**src/rtl/sin_table.sv**
```systemverilog
// Registered 256-entry sine ROM (offset binary, 1..255) for DDS phase lookup.
// Stores one quarter wave (0..64) and folds the phase index and sign to cover a full period.
module sin_table (
    input  logic       clk,
    input  logic       rst,
    input  logic       rd,
    input  logic [7:0] addr,
    input  logic [7:0] d_in,
    output logic [7:0] d_out
);

    // round(127*sin(pi*i/128)) for i = 0..64
    function automatic logic [6:0] quarter(input logic [6:0] i);
        case (i)
            7'd0:  quarter = 7'd0;    7'd1:  quarter = 7'd3;    7'd2:  quarter = 7'd6;
            7'd3:  quarter = 7'd9;    7'd4:  quarter = 7'd12;   7'd5:  quarter = 7'd16;
            7'd6:  quarter = 7'd19;   7'd7:  quarter = 7'd22;   7'd8:  quarter = 7'd25;
            7'd9:  quarter = 7'd28;   7'd10: quarter = 7'd31;   7'd11: quarter = 7'd34;
            7'd12: quarter = 7'd37;   7'd13: quarter = 7'd40;   7'd14: quarter = 7'd43;
            7'd15: quarter = 7'd46;   7'd16: quarter = 7'd49;   7'd17: quarter = 7'd51;
            7'd18: quarter = 7'd54;   7'd19: quarter = 7'd57;   7'd20: quarter = 7'd60;
            7'd21: quarter = 7'd63;   7'd22: quarter = 7'd65;   7'd23: quarter = 7'd68;
            7'd24: quarter = 7'd71;   7'd25: quarter = 7'd73;   7'd26: quarter = 7'd76;
            7'd27: quarter = 7'd78;   7'd28: quarter = 7'd81;   7'd29: quarter = 7'd83;
            7'd30: quarter = 7'd85;   7'd31: quarter = 7'd88;   7'd32: quarter = 7'd90;
            7'd33: quarter = 7'd92;   7'd34: quarter = 7'd94;   7'd35: quarter = 7'd96;
            7'd36: quarter = 7'd98;   7'd37: quarter = 7'd100;  7'd38: quarter = 7'd102;
            7'd39: quarter = 7'd104;  7'd40: quarter = 7'd106;  7'd41: quarter = 7'd107;
            7'd42: quarter = 7'd109;  7'd43: quarter = 7'd111;  7'd44: quarter = 7'd112;
            7'd45: quarter = 7'd113;  7'd46: quarter = 7'd115;  7'd47: quarter = 7'd116;
            7'd48: quarter = 7'd117;  7'd49: quarter = 7'd118;  7'd50: quarter = 7'd120;
            7'd51: quarter = 7'd121;  7'd52: quarter = 7'd122;  7'd53: quarter = 7'd122;
            7'd54: quarter = 7'd123;  7'd55: quarter = 7'd124;  7'd56: quarter = 7'd125;
            7'd57: quarter = 7'd125;  7'd58: quarter = 7'd126;  7'd59: quarter = 7'd126;
            7'd60: quarter = 7'd126;  7'd61: quarter = 7'd127;  7'd62: quarter = 7'd127;
            7'd63: quarter = 7'd127;  7'd64: quarter = 7'd127;
            default: quarter = 7'd127;
        endcase
    endfunction

    logic [6:0] q_idx;
    logic [6:0] q_mag;
    logic [7:0] sample;

    // d_in exists only for RAM-socket compatibility
    logic unused_d_in;
    assign unused_d_in = ^d_in;

    // addr[6] mirrors the quarter, addr[7] selects the negative half-period
    always_comb begin
        q_idx  = addr[6] ? (7'd64 - {1'b0, addr[5:0]}) : {1'b0, addr[5:0]};
        q_mag  = quarter(q_idx);
        sample = addr[7] ? (8'd128 - {1'b0, q_mag}) : (8'd128 + {1'b0, q_mag});
    end

    always_ff @(posedge clk or posedge rst) begin
        if (rst)
            d_out <= 8'h00;
        else if (rd)
            d_out <= sample;
    end

endmodule

```
**config.mk**
```make
export PLATFORM = sky130hd
export DESIGN_NAME = sin_table
export DESIGN_NICKNAME = d
export VERILOG_FILES = /design/src/rtl/sin_table.sv
export SDC_FILE = /design/constraint.sdc
export NUM_CORES = 1
export LEC_CHECK = 0
export ABC_AREA = 1
export CAP_MARGIN = 20
export CORE_ASPECT_RATIO = 0.9
export CORE_MARGIN = 8
export CORE_UTILIZATION = 44
export CTS_CLUSTER_SIZE = 10
export DETAILED_ROUTE_END_ITERATION = 8
export PLACE_DENSITY_LB_ADDON = 0.05
export SLEW_MARGIN = 25
export SYNTH_ARGS = -nofsm -noshare
export SYNTH_HDL_FRONTEND = slang
export SYNTH_SLANG_ARGS = --single-unit
```
**constraint.sdc**
```tcl
create_clock -name clk -period 1.5 [get_ports clk]
set_input_delay 0.375 -clock clk [delete_from_list [all_inputs] [get_ports clk]]
set_output_delay 0.375 -clock clk [all_outputs]
set_load 0.03 [all_outputs]
```
# After elaboration in Yosys (flattened, before gate mapping)
# Memories as Yosys holds them, arrays and structs flattened.
# Cells that the tools add are included.
# W data, S select, Z words.
[totals] register_bits=8 romBits=896 input_bits=19 out_inout_bits=8 word_cells=7 n_memories=1
[memory_table] memory="(no name shown)" depth=128 word_bits=7 rd=1 rd_ports_with_merged_regs=0 wr=0 line="14" source="case (i)"
[op_classes] n_addsub=3 n_mux=2
[ops] operator="$add A8 B7 Y8 const A" n=1
[ops] operator="$mux W8" n=1
[ops] operator="$sub A8 B7 Y8 const A" n=1
[ops] operator="$mux W7" n=1
[ops] operator="$sub A7 B6 Y7 const A" n=1

# Logic depth before layout (Yosys ltp)
# Gate-level depths: netlist of run 1.
# An unclocked memory read counts as a cell.
[depth] word_depth=5 depth_mapped=24 depth_no_buf=23

# Least setup slack after synthesis of run 1
# OpenSTA, ideal clock, no wires.
[synth_path] kind="input to register" startpoint="input port addr[0]" endpoint="register d_out[6]" setup_ns=0.117 t_arrival_ns=2.330 required_time_ns=1.383 path_slack_ns=-0.948 stages=20 path_buffers=0 path_cell_list="inv_2 > ha_1 > nand2_1 > nand2_1 > ha_1 > nand2_1 > nand2_1 > nand2_1 > nand3_1 > nand3_1 > nand2_1 > nor2_2 > ha_1 > inv_1 > nor2_1 > nand3_1 > nand2_1 > nand2_1 > nand3_1 > nand2_1"
[synth_via] elab_chain_len=5 word_cells_on_any_way=6 classes_between="add/sub (3); mux (2); memory (1)"
[synth_lines] item="from (decl)" line="7" source="input logic [7:0] addr,"
[synth_lines] item="$sub A7 B6 Y7" line="51" source="q_idx = addr[6] ? (7'd64 - {1'b0, addr[5:0]}) : {1'b0, addr[5:0]};"
[synth_lines] item="$mux W7 *" line="51"
[synth_lines] item="$mem_v2 Z128 W7 *"
[synth_lines] item="$add A8 B7 Y8 / $sub A8 B7 Y8 (equally long branches)" line="53" source="sample = addr[7] ? (8'd128 - {1'b0, q_mag}) : (8'd128 + {1'b0, q_mag});"
[synth_lines] item="$mux W8 *" line="53"
[synth_lines] item="to (signal assigned)" line="60" source="d_out <= sample;"
[synth_lines] item="to (decl)" line="9" source="output logic [7:0] d_out"
# Every way passes the cells marked *; elsewhere a longest branch is shown, timed or not.
# A chain may end at the register's enable or synchronous reset.

# Worst setup path in the final report of run 1
[layout_path] startpoint="input port addr[0]" endpoint="register d_out[4]"
# Same word-level chain as after synthesis.

==> results of run 1 <==
==> per-stage QoR <==
stage | util, % | std cells | worst slack, ns | area [µm²] | TNS (ns)
3_5_place_dp | 69.5 | 364 | -1.53 | 2120 | -11.16
5_1_grt | 82.1 | 378 | -0.862 | 2500 | -5.65
2_1_floorplan | - | 254 | -0.658 | 1510 | -4.15
6_report | 82.1 | 378 | -0.701 | 2500 | -4.58
4_1_cts | 76.2 | 373 | -0.618 | 2320 | -4.08
3_3_place_gp | 69.5 | 364 | -1.49 | 2120 | -11.00
==> cells by family (layout without fill, tap and decap cells) <==
kind of cell | count (synthesis) | after routing | share of synthesized area (%)
buffers and inverters | 37 | 119 | 12.4
adders and majority gates | 9 | 9 | 8.10
AOI/OAI and AO/OA | 15 | 15 | 5.58
muxes | 1 | 1 | 0.720
DFF | 8 | 8 | 14.4
and+or+nand+nor | 184 | 184 | 58.8
==> per-layer routing <==
layer	GRT usage, %	vias to the layer above	part of all wire, %
met3	3.90	20	5.9
met4	3.41	0	2.2
met2	28.6	87	47
li1	-	971	-
met1	26.0	924	45
met5	0	-	0
==> power by group <==
group / internal (W) / total, W / switching (W)
Clock: 0.0000919 / 0.000170 / 0.0000779
Sequential: 0.000258 / 0.000279 / 0.0000215
Combinational: 0.000516 / 0.00118 / 0.000664
==> worst max-delay path by stage <==
stage	to	slack (ns)	from	cells past startpoint
2_1_floorplan	d_out[6]	-0.66	addr[0]	20
3_3_place_gp	d_out[4]	-1.49	addr[0]	21
3_5_place_dp	d_out[6]	-1.53	addr[0]	23
4_1_cts	d_out[6]	-0.62	addr[0]	21
5_1_grt	d_out[4]	-0.86	addr[0]	24
6_report	d_out[4]	-0.70	addr[0]	24
==> what timing repair did <==
item,CTS,global route
endpoints found under the hold margin,0,0
pin swaps,30,35
endpoints found under the setup margin,16,8
buffers inserted,7,6
hold buffers,0,0
resized for setup,67,40
==> worst reg2reg max path: stages (launching register included) <==
cell and delay, ns:
sky130_fd_sc_hd__dfrtp_1 0.39, sky130_fd_sc_hd__nand2_1 0.09, sky130_fd_sc_hd__nand2_1 0.05
==> cell type report <==
cell class / count / area (µm²) / area share [%]
multi-input cells: 209 / 1350 / 54.0
repair buffers: 87 / 734 / 29.4
flip-flops and latches: 8 / 200 / 8.02
inverters: 29 / 139 / 5.56
well taps: 42 / 52.6 / 2.10
clock buffers: 3 / 22.5 / 0.902
==> cells in the final DEF, fill, tap and decap left out, types with 5 or more instances in the layout <==
cell type / instances
sky130_fd_sc_hd__nand2_1: 91
sky130_fd_sc_hd__buf_4: 59
sky130_fd_sc_hd__nand3_1: 26
sky130_fd_sc_hd__nand2_2: 25
sky130_fd_sc_hd__inv_1: 14
sky130_fd_sc_hd__nand3_2: 13
sky130_fd_sc_hd__dlygate4sd2_1: 10
sky130_fd_sc_hd__buf_6: 10
sky130_fd_sc_hd__inv_2: 8
sky130_fd_sc_hd__dfrtp_1: 8
sky130_fd_sc_hd__nand2_4: 6
sky130_fd_sc_hd__ha_4: 6
sky130_fd_sc_hd__nor2_4: 5
sky130_fd_sc_hd__o21ai_1: 5
sky130_fd_sc_hd__o21ai_0: 5
==> Implementation_results.wiki, run 1 <==
{| class="wikitable"
! Metric !! Value
|-
| Commonest register cell after synthesis || sky130_fd_sc_hd__dfrtp_1
|-
| Number of remaining DRC errors || 0
|-
| Tightest Hold Check Type || in -> async
|-
| Largest Register || d_out
|-
| H-tree level count || 1
|-
| Arrival time at the worst endpoint || 2.35 ns
|-
| Number of filler instances in the final layout || 218
|-
| Largest fanout on the critical path || 4
|-
| Die Y || 69.3 µm
|-
| Global route total overflow || 0
|-
| Count of flip-flops with a built-in enable after synthesis || 0
|-
| Mean Syn Cell Area || 5.47 µm²
|-
| Worst IR Drop VDD || 0.000605 V
|-
| Async set-reset flop share out of synthesis || 100%
|-
| Ordered list of cells on the worst path || buf_12 > inv_12 > ha_4 > inv_1 > nand2_2 > nand2_4 > buf_4 > nand2_1 > nand2_1 > nand2_1 > nand2_1 > nand2_1 > nand2_1 > nand2_1 > nand3_2 > inv_2 > ha_4 > inv_4 > nor2_4 > nand2_2 > nand2_1 > nand3_1 > nand3_1 > nand2_1
|-
| Clock latency on the worst-skew pair || 0.26 ns
|-
| Clk pin slew, worst setup/hold paths || 0.06 ns
|-
| Buffers & Inverters on Critical Path || 6
|-
| Post-layout total power || 0.00163 W
|-
| Antenna Violating Nets Remaining || 0
|-
| Inserted Diodes || 0
|-
| Root buf cell || sky130_fd_sc_hd__clkbuf_4
|-
| Top-count cell post-synth || sky130_fd_sc_hd__nand2_1
|-
| TritonRoute pass-1 iters || 4
|-
| Element type at the critical path start || input pin
|-
| Global placement routability congestion || 0.899
|-
| Number of warning messages in the yosys log || 0
|-
| Antenna violations before repair || 0
|-
| Total vias in the final route || 2002
|-
| Post-synthesis cell type with the largest combined area || sky130_fd_sc_hd__nand2_1
|-
| R2R Path End || d_out[5]
|-
| Crit path setup slack, layout || -0.701 ns
|-
| Final Setup Violations || 8
|-
| Max reg flops || 8
|-
| Die Footprint || 5220 µm²
|-
| Detailed Place HPWL || 3470 µm
|-
| I/O Pins || 27
|-
| Hold_ws || 0.365 ns
|-
| Count of buffers inserted at the top-level ports || 18
|-
| Achievable frequency || 0.454 GHz
|-
| Worst reg2reg path depth || 2
|-
| Total Routing Usage GR || 18.7%
|-
| Pin slew with the least headroom to its limit || 0.359 ns
|-
| Global-route wire length before repair || 8000 µm
|-
| Setup crit end kind || register
|-
| Layout cell share with drive strength beyond 1 || 46.7%
|-
| Setup repair after global routing missed its margin || yes
|-
| Portion of synthesized cell area occupied by the leading cell type || 31.6%
|-
| CTS buffer count || 3
|-
| TritonCTS clock tree || built
|-
| Number of global-route vias before repair || 1825
|-
| Power Density || 652 nW/µm²
|-
| Remaining max-slew budget at the tightest pin || 76.0%
|-
| Leakage power of the design || 1.34 nW
|-
| Post-Route Skew || 0 ns
|-
| Master of the slowest instance on the critical path || sky130_fd_sc_hd__ha_4
|-
| Largest incremental delay on the critical path || 0.27 ns
|-
| Final critical-path required period || 2.20 ns
|-
| Clock Path Buffers || 2
|-
| Post-detailed-route via-to-cell ratio || 5.30
|-
| Worst path required time || 1.65 ns
|-
| Failing checks || setup timing
|-
| Critical path class || in -> reg
|-
| CP most frequent cell || sky130_fd_sc_hd__nand2_1
|-
| Starting Density || 45.7%
|-
| Number of distinct library cells after synthesis || 26
|-
| Synth-to-layout area growth || 79.7%
|-
| Number of rows in the core area || 19
|-
| Commonest cells post-synth || sky130_fd_sc_hd__nand2_1, sky130_fd_sc_hd__nand3_1, sky130_fd_sc_hd__inv_1
|-
| Leading registers by flop count || d_out x8
|-
| Startpoint of the worst-slack reg-to-reg timing path || d_out[5]
|-
| Post-detailed-routing wire length || 5200 µm
|-
| Clock sink count || 8
|-
| Chip Width || 75.2 µm
|-
| Core box area || 3040 µm²
|-
| Number of max-capacitance violations reported || 0
|-
| Iter 0 DRT Violations || 150
|-
| Final number of max-transition violations || 0
|-
| Nets in the synthesized netlist || 282
|-
| Status || complete, but fails checks
|-
| Number of hold-slack violations in the final timing report || 0
|-
| Cells taking the most area after synthesis || sky130_fd_sc_hd__nand2_1, sky130_fd_sc_hd__dfrtp_1, sky130_fd_sc_hd__nand3_1
|-
| Maximum number of pins on one net before global-route repair || 13
|-
| Sequential area share after synthesis || 14.4%
|-
| Period utilization || 147%
|-
| Worst setup slack for register-to-register paths || 0.85 ns
|-
| Final nets || 366
|-
| Post-synthesis instance area || 1390 µm²
|-
| Family of cells with the greatest summed delay on the critical path || simple AND/OR/NAND/NOR gates
|-
| Count of state elements after synthesis || 8
|-
| Detail-routed net length per standard cell || 13.7 µm
|-
| Number of instances in the synthesized netlist || 254
|}
Note: power is estimated with default switching activity, not from simulation.
==> run 2, diff against run 1 <==
--- a/config.mk
+++ b/config.mk
@@ -12,7 +12,7 @@
 export CORE_UTILIZATION = 44
 export CTS_CLUSTER_SIZE = 10
 export DETAILED_ROUTE_END_ITERATION = 8
-export PLACE_DENSITY_LB_ADDON = 0.05
+export PLACE_DENSITY = 0.7
 export SLEW_MARGIN = 25
 export SYNTH_ARGS = -nofsm -noshare
 export SYNTH_HDL_FRONTEND = slang
==> Implementation_results.wiki, run 2 (synthesis results as in run 1) <==
{| class="wikitable"
! Metric !! Value
|-
| Status || complete, but fails checks (unchanged)
|-
| Failing checks || setup timing (unchanged)
|-
| Die Footprint || 5220 µm² (unchanged)
|-
| Family of cells with the greatest summed delay on the critical path || simple AND/OR/NAND/NOR gates (unchanged)
|-
| Pin slew with the least headroom to its limit || 0.354 ns (was 0.359 ns)
|-
| Leading cell types in the layout, fill and taps excluded || sky130_fd_sc_hd__nand2_1, sky130_fd_sc_hd__buf_4, sky130_fd_sc_hd__nand3_1 (unchanged)
|-
| Root buf cell || sky130_fd_sc_hd__clkbuf_4 (unchanged)
|-
| Die Y || 69.3 µm (unchanged)
|-
| Critical path class || in -> reg (unchanged)
|-
| Number of remaining DRC errors || 0 (unchanged)
|-
| Antenna violations before repair || 0 (unchanged)
|-
| Final critical-path required period || 2.16 ns (was 2.20 ns)
|-
| Number of global-route vias before repair || 1835 (was 1825)
|-
| Buffers & Inverters on Critical Path || 3 (was 6)
|-
| Setup crit end kind || register (unchanged)
|-
| Worst IR Drop VDD || 0.000725 V (was 0.000605 V)
|-
| Master of the slowest instance on the critical path || sky130_fd_sc_hd__ha_4 (unchanged)
|-
| Arrival time at the worst endpoint || 2.31 ns (was 2.35 ns)
|-
| TritonCTS clock tree || built (unchanged)
|-
| Number of max-capacitance violations reported || 0 (unchanged)
|-
| Core box area || 3040 µm² (unchanged)
|-
| Placed cell areas || 2080 µm² (was 2120 µm²)
|-
| Number of hold-slack violations in the final timing report || 0 (unchanged)
|-
| Number of filler instances in the final layout || 257 (was 218)
|-
| Maximum number of pins on one net before global-route repair || 15 (was 13)
|-
| Leading registers by flop count || d_out x8 (unchanged)
|-
| Number of rows in the core area || 19 (unchanged)
|-
| Final Setup Violations || 8 (unchanged)
|-
| Ordered list of cells on the worst path || buf_12 > inv_12 > ha_4 > nand2_4 > nand2_4 > ha_4 > nand2_2 > nand2_1 > nand2_1 > nand3_1 > nand3_1 > nand2_2 > nor2_4 > ha_4 > inv_4 > nor2_4 > nand2_2 > nand2_1 > nand3_1 > nand3_1 > nand2_1 (was buf_12 > inv_12 > ha_4 > inv_1 > nand2_2 > nand2_4 > buf_4 > nand2_1 > nand2_1 > nand2_1 > nand2_1 > nand2_1 > nand2_1 > nand2_1 > nand3_2 > inv_2 > ha_4 > inv_4 > nor2_4 > nand2_2 > nand2_1 > nand3_1 > nand3_1 > nand2_1)
|-
| Most common cell after layout, fill and taps aside || sky130_fd_sc_hd__nand2_1 (unchanged)
|-
| Remaining max-slew budget at the tightest pin || 76.2% (was 76.0%)
|-
| Power Density || 661 nW/µm² (was 652 nW/µm²)
|-
| Global-route wire length before repair || 7980 µm (was 8000 µm)
|-
| Leakage power of the design || 1.29 nW (was 1.34 nW)
|-
| Crit path setup slack, layout || -0.658 ns (was -0.701 ns)
|-
| Final number of max-transition violations || 0 (unchanged)
|-
| Clock sink count || 8 (unchanged)
|-
| CTS Hold Bufs || 0 (unchanged)
|-
| Iter 0 DRT Violations || 144 (was 150)
|-
| Chip Width || 75.2 µm (unchanged)
|-
| Post-Route Skew || 0 ns (unchanged)
|-
| Worst path required time || 1.65 ns (about the same)
|-
| Starting Density || 45.7% (unchanged)
|-
| Hold_ws || 0.362 ns (was 0.365 ns)
|-
| Period utilization || 144% (was 147%)
|-
| Count of buffers inserted at the top-level ports || 18 (unchanged)
|-
| Setup repair after global routing missed its margin || yes (unchanged)
|-
| Synth-to-layout area growth || 69.0% (was 79.7%)
|-
| Largest fanout on the critical path || 4 (unchanged)
|-
| H-tree level count || 1 (unchanged)
|-
| Global route total overflow || 0 (unchanged)
|-
| Largest Register || d_out (unchanged)
|-
| Clock Path Buffers || 2 (unchanged)
|-
| Clk pin slew, worst setup/hold paths || 0.06 ns (about the same)
|-
| I/O Pins || 27 (unchanged)
|-
| Final nets || 356 (was 366)
|-
| Tightest Hold Check Type || in -> async (unchanged)
|-
| Inserted Diodes || 0 (unchanged)
|-
| Largest incremental delay on the critical path || 0.26 ns (was 0.27 ns)
|-
| Element type at the critical path start || input pin (unchanged)
|-
| Worst setup slack for register-to-register paths || 0.86 ns (was 0.85 ns)
|-
| Post-detailed-route via-to-cell ratio || 4.98 (was 5.30)
|-
| Layout cell share with drive strength beyond 1 || 41.7% (was 46.7%)
|-
| Design Area, Final || 2350 µm² (was 2500 µm²)
|-
| Post-detailed-routing wire length || 4610 µm (was 5200 µm)
|-
| Detail-routed net length per standard cell || 12.5 µm (was 13.7 µm)
|-
| Detailed Place HPWL || 3520 µm (was 3470 µm)
|-
| Global placement routability congestion || 0.886 (was 0.899)
|-
| Post-layout total power || 0.00155 W (was 0.00163 W)
|-
| Antenna Violating Nets Remaining || 0 (unchanged)
|-
| Clock latency on the worst-skew pair || 0.27 ns (was 0.26 ns)
|-
| CTS buffer count || 3 (unchanged)
|-
| Total vias in the final route || 1831 (was 2002)
|-
| TritonRoute pass-1 iters || 4 (unchanged)
|-
| Max reg flops || 8 (unchanged)
|-
| Achievable frequency || 0.463 GHz (was 0.454 GHz)
|-
| Total Routing Usage GR || 18.8% (was 18.7%)
|}
-- run 2: cell types whose count changed in the layout (fill, tap and decap cells not counted), moves of 2 or more --
cell,previous run,this run
sky130_fd_sc_hd__nand2_4,6,8
sky130_fd_sc_hd__nand3_1,26,28
sky130_fd_sc_hd__buf_4,59,50
sky130_fd_sc_hd__nand3_4,4,2
sky130_fd_sc_hd__nand2_2,25,19
sky130_fd_sc_hd__nand2_1,91,96
-- run 2: through the flow --
stage	utilization (%)	setup slack, ns	instances	TNS [ns]
after global placement	68.3	-1.45	359	-10.86
after CTS	74.3	-0.608	366	-4.25
after detailed placement	68.3	-1.51	359	-11.38
after global routing	77.2	-0.767	368	-5.39
final	77.2	-0.658	368	-4.35
after floorplan	-	-0.658	254	-4.15
-- run 2: worst paths after layout --
path                               start  depth (start not counted)  endpoint
worst max-delay path             addr[0]                         21  d_out[4]
worst min-delay path                 rst                          2  d_out[2]
worst max register to register  d_out[1]                          2  d_out[1]
worst min register to register  d_out[5]                          2  d_out[5]
max in group asynchronous            rst                          2  d_out[5]
min in group clk                d_out[5]                          2  d_out[5]
-- run 2: final cells by class --
class	count	area [µm²]	area share, %
repair buffers	77	646	27.5
multi-input cells	209	1290	55.1
well taps	42	52.6	2.24
flip-flops and latches	8	200	8.52
inverters	29	134	5.70
clock buffers	3	22.5	0.958
-- run 2: repair_timing --
action                                  in CTS  in global routing
buffers inserted                             4                  3
pin swaps                                   32                 21
resized for setup                           64                 27
endpoints found under the setup margin      16                  8
-- run 2: layer usage --
layer	wire [µm]	GRT usage [%]	up-vias	part of all wire (%)
li1	-	-	956	-
met1	2260	25.8	826	49
met2	2110	29.0	44	46
met3	208	3.76	5	4.5
met4	27	4.48	0	0.59
met5	0	0	-	0
-- run 2: power by group --
group	total (W)	switching (W)	internal, W
Sequential	0.000278	0.0000205	0.000257
Combinational	0.00110	0.000620	0.000478
Clock	0.000178	0.0000860	0.0000924
==> run 3, diff against run 2 <==
--- a/config.mk
+++ b/config.mk
@@ -7,13 +7,13 @@
 export LEC_CHECK = 0
 export ABC_AREA = 1
 export CAP_MARGIN = 20
-export CORE_ASPECT_RATIO = 0.9
+export CORE_ASPECT_RATIO = 0.7
 export CORE_MARGIN = 8
 export CORE_UTILIZATION = 44
 export CTS_CLUSTER_SIZE = 10
 export DETAILED_ROUTE_END_ITERATION = 8
 export PLACE_DENSITY = 0.7
-export SLEW_MARGIN = 25
+export SLEW_MARGIN = 30
 export SYNTH_ARGS = -nofsm -noshare
 export SYNTH_HDL_FRONTEND = slang
 export SYNTH_SLANG_ARGS = --single-unit
==> Implementation_results.wiki, run 3 (synthesis results as in run 1) <==
{| class="wikitable"
! Metric !! Value
|-
| Status || complete, but fails checks (unchanged)
|-
| Failing checks || setup timing (unchanged)
|-
| Final number of max-transition violations || 0 (unchanged)
|-
| Remaining max-slew budget at the tightest pin || 78.5% (was 76.2%)
|-
| Arrival time at the worst endpoint || 2.29 ns (was 2.31 ns)
|-
| Clock sink count || 8 (unchanged)
|-
| R2R Path End || d_out[1] (unchanged)
|-
| Total vias in the final route || 1882 (was 1831)
|-
| Leading registers by flop count || d_out x8 (unchanged)
|-
| Layout cell share with drive strength beyond 1 || 41.0% (was 41.7%)
|-
| Post-detailed-routing wire length || 4820 µm (was 4610 µm)
|-
| Portion of total power attributed to sequential cells || 17.0% (was 17.9%)
|-
| Detailed Place HPWL || 3640 µm (was 3520 µm)
|-
| Final Setup Violations || 8 (unchanged)
|-
| Chip Width || 83.2 µm (was 75.2 µm)
|-
| Largest incremental delay on the critical path || 0.30 ns (was 0.26 ns)
|-
| Final standard cell utilization of the core || 75.3% (was 77.2%)
|-
| Achievable frequency || 0.464 GHz (was 0.463 GHz)
|-
| Worst path required time || 1.64 ns (was 1.65 ns)
|-
| Antenna violations before repair || 0 (unchanged)
|-
| Leakage power of the design || 1.29 nW (about the same)
|-
| Number of remaining DRC errors || 0 (unchanged)
|-
| Final nets || 359 (was 356)
|-
| Leading cell types in the layout, fill and taps excluded || sky130_fd_sc_hd__nand2_1, sky130_fd_sc_hd__buf_4, sky130_fd_sc_hd__nand3_1 (unchanged)
|-
| Iter 0 DRT Violations || 121 (was 144)
|-
| Global-route wire length before repair || 8010 µm (was 7980 µm)
|-
| Post-Route Skew || 0 ns (unchanged)
|-
| TritonCTS clock tree || built (unchanged)
|-
| Number of global-route vias before repair || 1722 (was 1835)
|-
| Maximum number of pins on one net before global-route repair || 14 (was 15)
|-
| Net Sw Power || 0.000729 W (was 0.000727 W)
|-
| Comb power frac || 66.9% (was 70.6%)
|-
| Worst setup slack for register-to-register paths || 0.87 ns (was 0.86 ns)
|-
| Clock Path Buffers || 2 (unchanged)
|-
| Setup repair after global routing missed its margin || yes (unchanged)
|-
| Clock latency on the worst-skew pair || 0.23 ns (was 0.27 ns)
|-
| Count of buffers inserted at the top-level ports || 18 (unchanged)
|-
| Startpoint of the worst-slack reg-to-reg timing path || d_out[1] (unchanged)
|-
| Critical path class || in -> reg (unchanged)
|-
| Crit path setup slack, layout || -0.655 ns (was -0.658 ns)
|-
| Most common cell after layout, fill and taps aside || sky130_fd_sc_hd__nand2_1 (unchanged)
|-
| Total Routing Usage GR || 18.0% (was 18.8%)
|-
| Detail-routed net length per standard cell || 13.1 µm (was 12.5 µm)
|-
| Switching Share || 44.6% (was 46.8%)
|-
| Proportion of power drawn by the clock network || 16.1% (was 11.5%)
|-
| Ordered list of cells on the worst path || buf_8 > inv_8 > ha_4 > nand2_4 > nand2_4 > ha_4 > nand2_2 > buf_4 > nand2_2 > nand3_2 > a21oi_2 > nor2_4 > ha_4 > inv_4 > buf_4 > a21oi_1 > o31ai_1 (was buf_12 > inv_12 > ha_4 > nand2_4 > nand2_4 > ha_4 > nand2_2 > nand2_1 > nand2_1 > nand3_1 > nand3_1 > nand2_2 > nor2_4 > ha_4 > inv_4 > nor2_4 > nand2_2 > nand2_1 > nand3_1 > nand3_1 > nand2_1)
|-
| Cell internal power dissipation || 0.000906 W (was 0.000828 W)
|-
| CP most frequent cell || sky130_fd_sc_hd__ha_4
|-
| Number of rows in the core area || 17 (was 19)
|-
| Number of hold-slack violations in the final timing report || 0 (unchanged)
|-
| Core box area || 3080 µm² (was 3040 µm²)
|-
| Synth-to-layout area growth || 67.1% (was 69.0%)
|-
| Power Density || 704 nW/µm² (was 661 nW/µm²)
|-
| I/O Pins || 27 (unchanged)
|-
| Max reg flops || 8 (unchanged)
|-
| Design Area, Final || 2320 µm² (was 2350 µm²)
|-
| Buffers & Inverters on Critical Path || 5 (was 3)
|-
| Setup crit end kind || register (unchanged)
|-
| H-tree level count || 1 (unchanged)
|-
| TritonRoute pass-1 iters || 4 (unchanged)
|-
| Worst IR Drop VDD || 0.000536 V (was 0.000725 V)
|-
| Master of the slowest instance on the critical path || sky130_fd_sc_hd__ha_4 (unchanged)
|-
| Post-detailed-route via-to-cell ratio || 5.13 (was 4.98)
|-
| Root buf cell || sky130_fd_sc_hd__clkbuf_8 (was sky130_fd_sc_hd__clkbuf_4)
|-
| Clk pin slew, worst setup/hold paths || 0.04 ns (was 0.06 ns)
|-
| Period utilization || 144% (about the same)
|-
| Number of max-capacitance violations reported || 0 (unchanged)
|-
| Worst reg2reg path depth || 2 (unchanged)
|-
| Global placement routability congestion || 0.959 (was 0.886)
|-
| Largest fanout on the critical path || 4 (unchanged)
|-
| Die Footprint || 5240 µm² (was 5220 µm²)
|-
| CTS buffer count || 3 (unchanged)
|-
| Post-layout total power || 0.00164 W (was 0.00155 W)
|-
| Antenna Violating Nets Remaining || 0 (unchanged)
|-
| Element type at the critical path start || input pin (unchanged)
|-
| Global route total overflow || 0 (unchanged)
|-
| Family of cells with the greatest summed delay on the critical path || adder cells (was simple AND/OR/NAND/NOR gates)
|-
| Placed cell areas || 2080 µm² (about the same)
|-
| Tightest Hold Check Type || in -> async (unchanged)
|-
| Largest Register || d_out (unchanged)
|-
| Final critical-path required period || 2.15 ns (was 2.16 ns)
|-
| Starting Density || 45.1% (was 45.7%)
|-
| Pin slew with the least headroom to its limit || 0.321 ns (was 0.354 ns)
|-
| Hold_ws || 0.387 ns (was 0.362 ns)
|-
| Die Y || 63.0 µm (was 69.3 µm)
|-
| Inserted Diodes || 0 (unchanged)
|}
## run 3: worst max path at each step
stage / startpoint / endpoint / slack [ns] / depth (start not counted)
floorplan: addr[0] / d_out[6] / -0.66 / 20
global placement: addr[0] / d_out[4] / -1.49 / 23
detailed placement: addr[0] / d_out[4] / -1.57 / 23
CTS: addr[1] / d_out[4] / -0.62 / 23
global route: addr[1] / d_out[4] / -0.82 / 21
finish: addr[1] / d_out[2] / -0.65 / 17
## run 3: power groups by stage
stage               Clock [W]  Combinational (W)  Sequential [W]
floorplan                   0           0.000501        0.000366
global placement            0           0.000959        0.000282
detailed placement          0           0.000971        0.000282
CTS                  0.000267            0.00103        0.000278
global route         0.000283            0.00119        0.000283
finish               0.000263            0.00109        0.000278
## run 3: worst register-to-register path, cell delays in order, from the launching register on
cell,delay [ns]
sky130_fd_sc_hd__dfrtp_1,0.37
sky130_fd_sc_hd__nand2_1,0.07
sky130_fd_sc_hd__o21ai_1,0.06
## run 3: per-stage QoR
stage | instances | worst slack [ns] | TNS, ns
CTS | 364 | -0.622 | -4.27
global placement | 356 | -1.49 | -11.06
finish | 367 | -0.655 | -4.85
floorplan | 254 | -0.658 | -4.15
detailed placement | 356 | -1.57 | -11.50
global route | 367 | -0.819 | -5.75
## run 3: repair_timing
item	4_1_cts	5_1_grt
pin swaps	21	17
hold buffers	0	0
hold endpoints to repair	0	0
endpoints found under the setup margin	16	8
gates resized for setup	68	10
cloned	1	0
buffers inserted	5	3
## run 3: area by class of cell
cell class / instances / area, µm²
Multi-Input combinational cell: 209 / 1240
Fill cell: 255 / 761
Timing Repair Buffer: 79 / 651
Sequential cell: 8 / 200
Inverter: 29 / 134
Tap cell: 38 / 47.5
Clock buffer: 3 / 41.3
Timing Repair inverter: 1 / 7.51
## run 3: per-layer routing
layer | vias up | track usage [%] | share of wire, %
li1 | 956 | - | -
met1 | 862 | 24.8 | 47
met2 | 61 | 28.7 | 44
met3 | 3 | 3.78 | 9.5
met4 | 0 | 1.97 | 0.17
met5 | - | 0 | 0
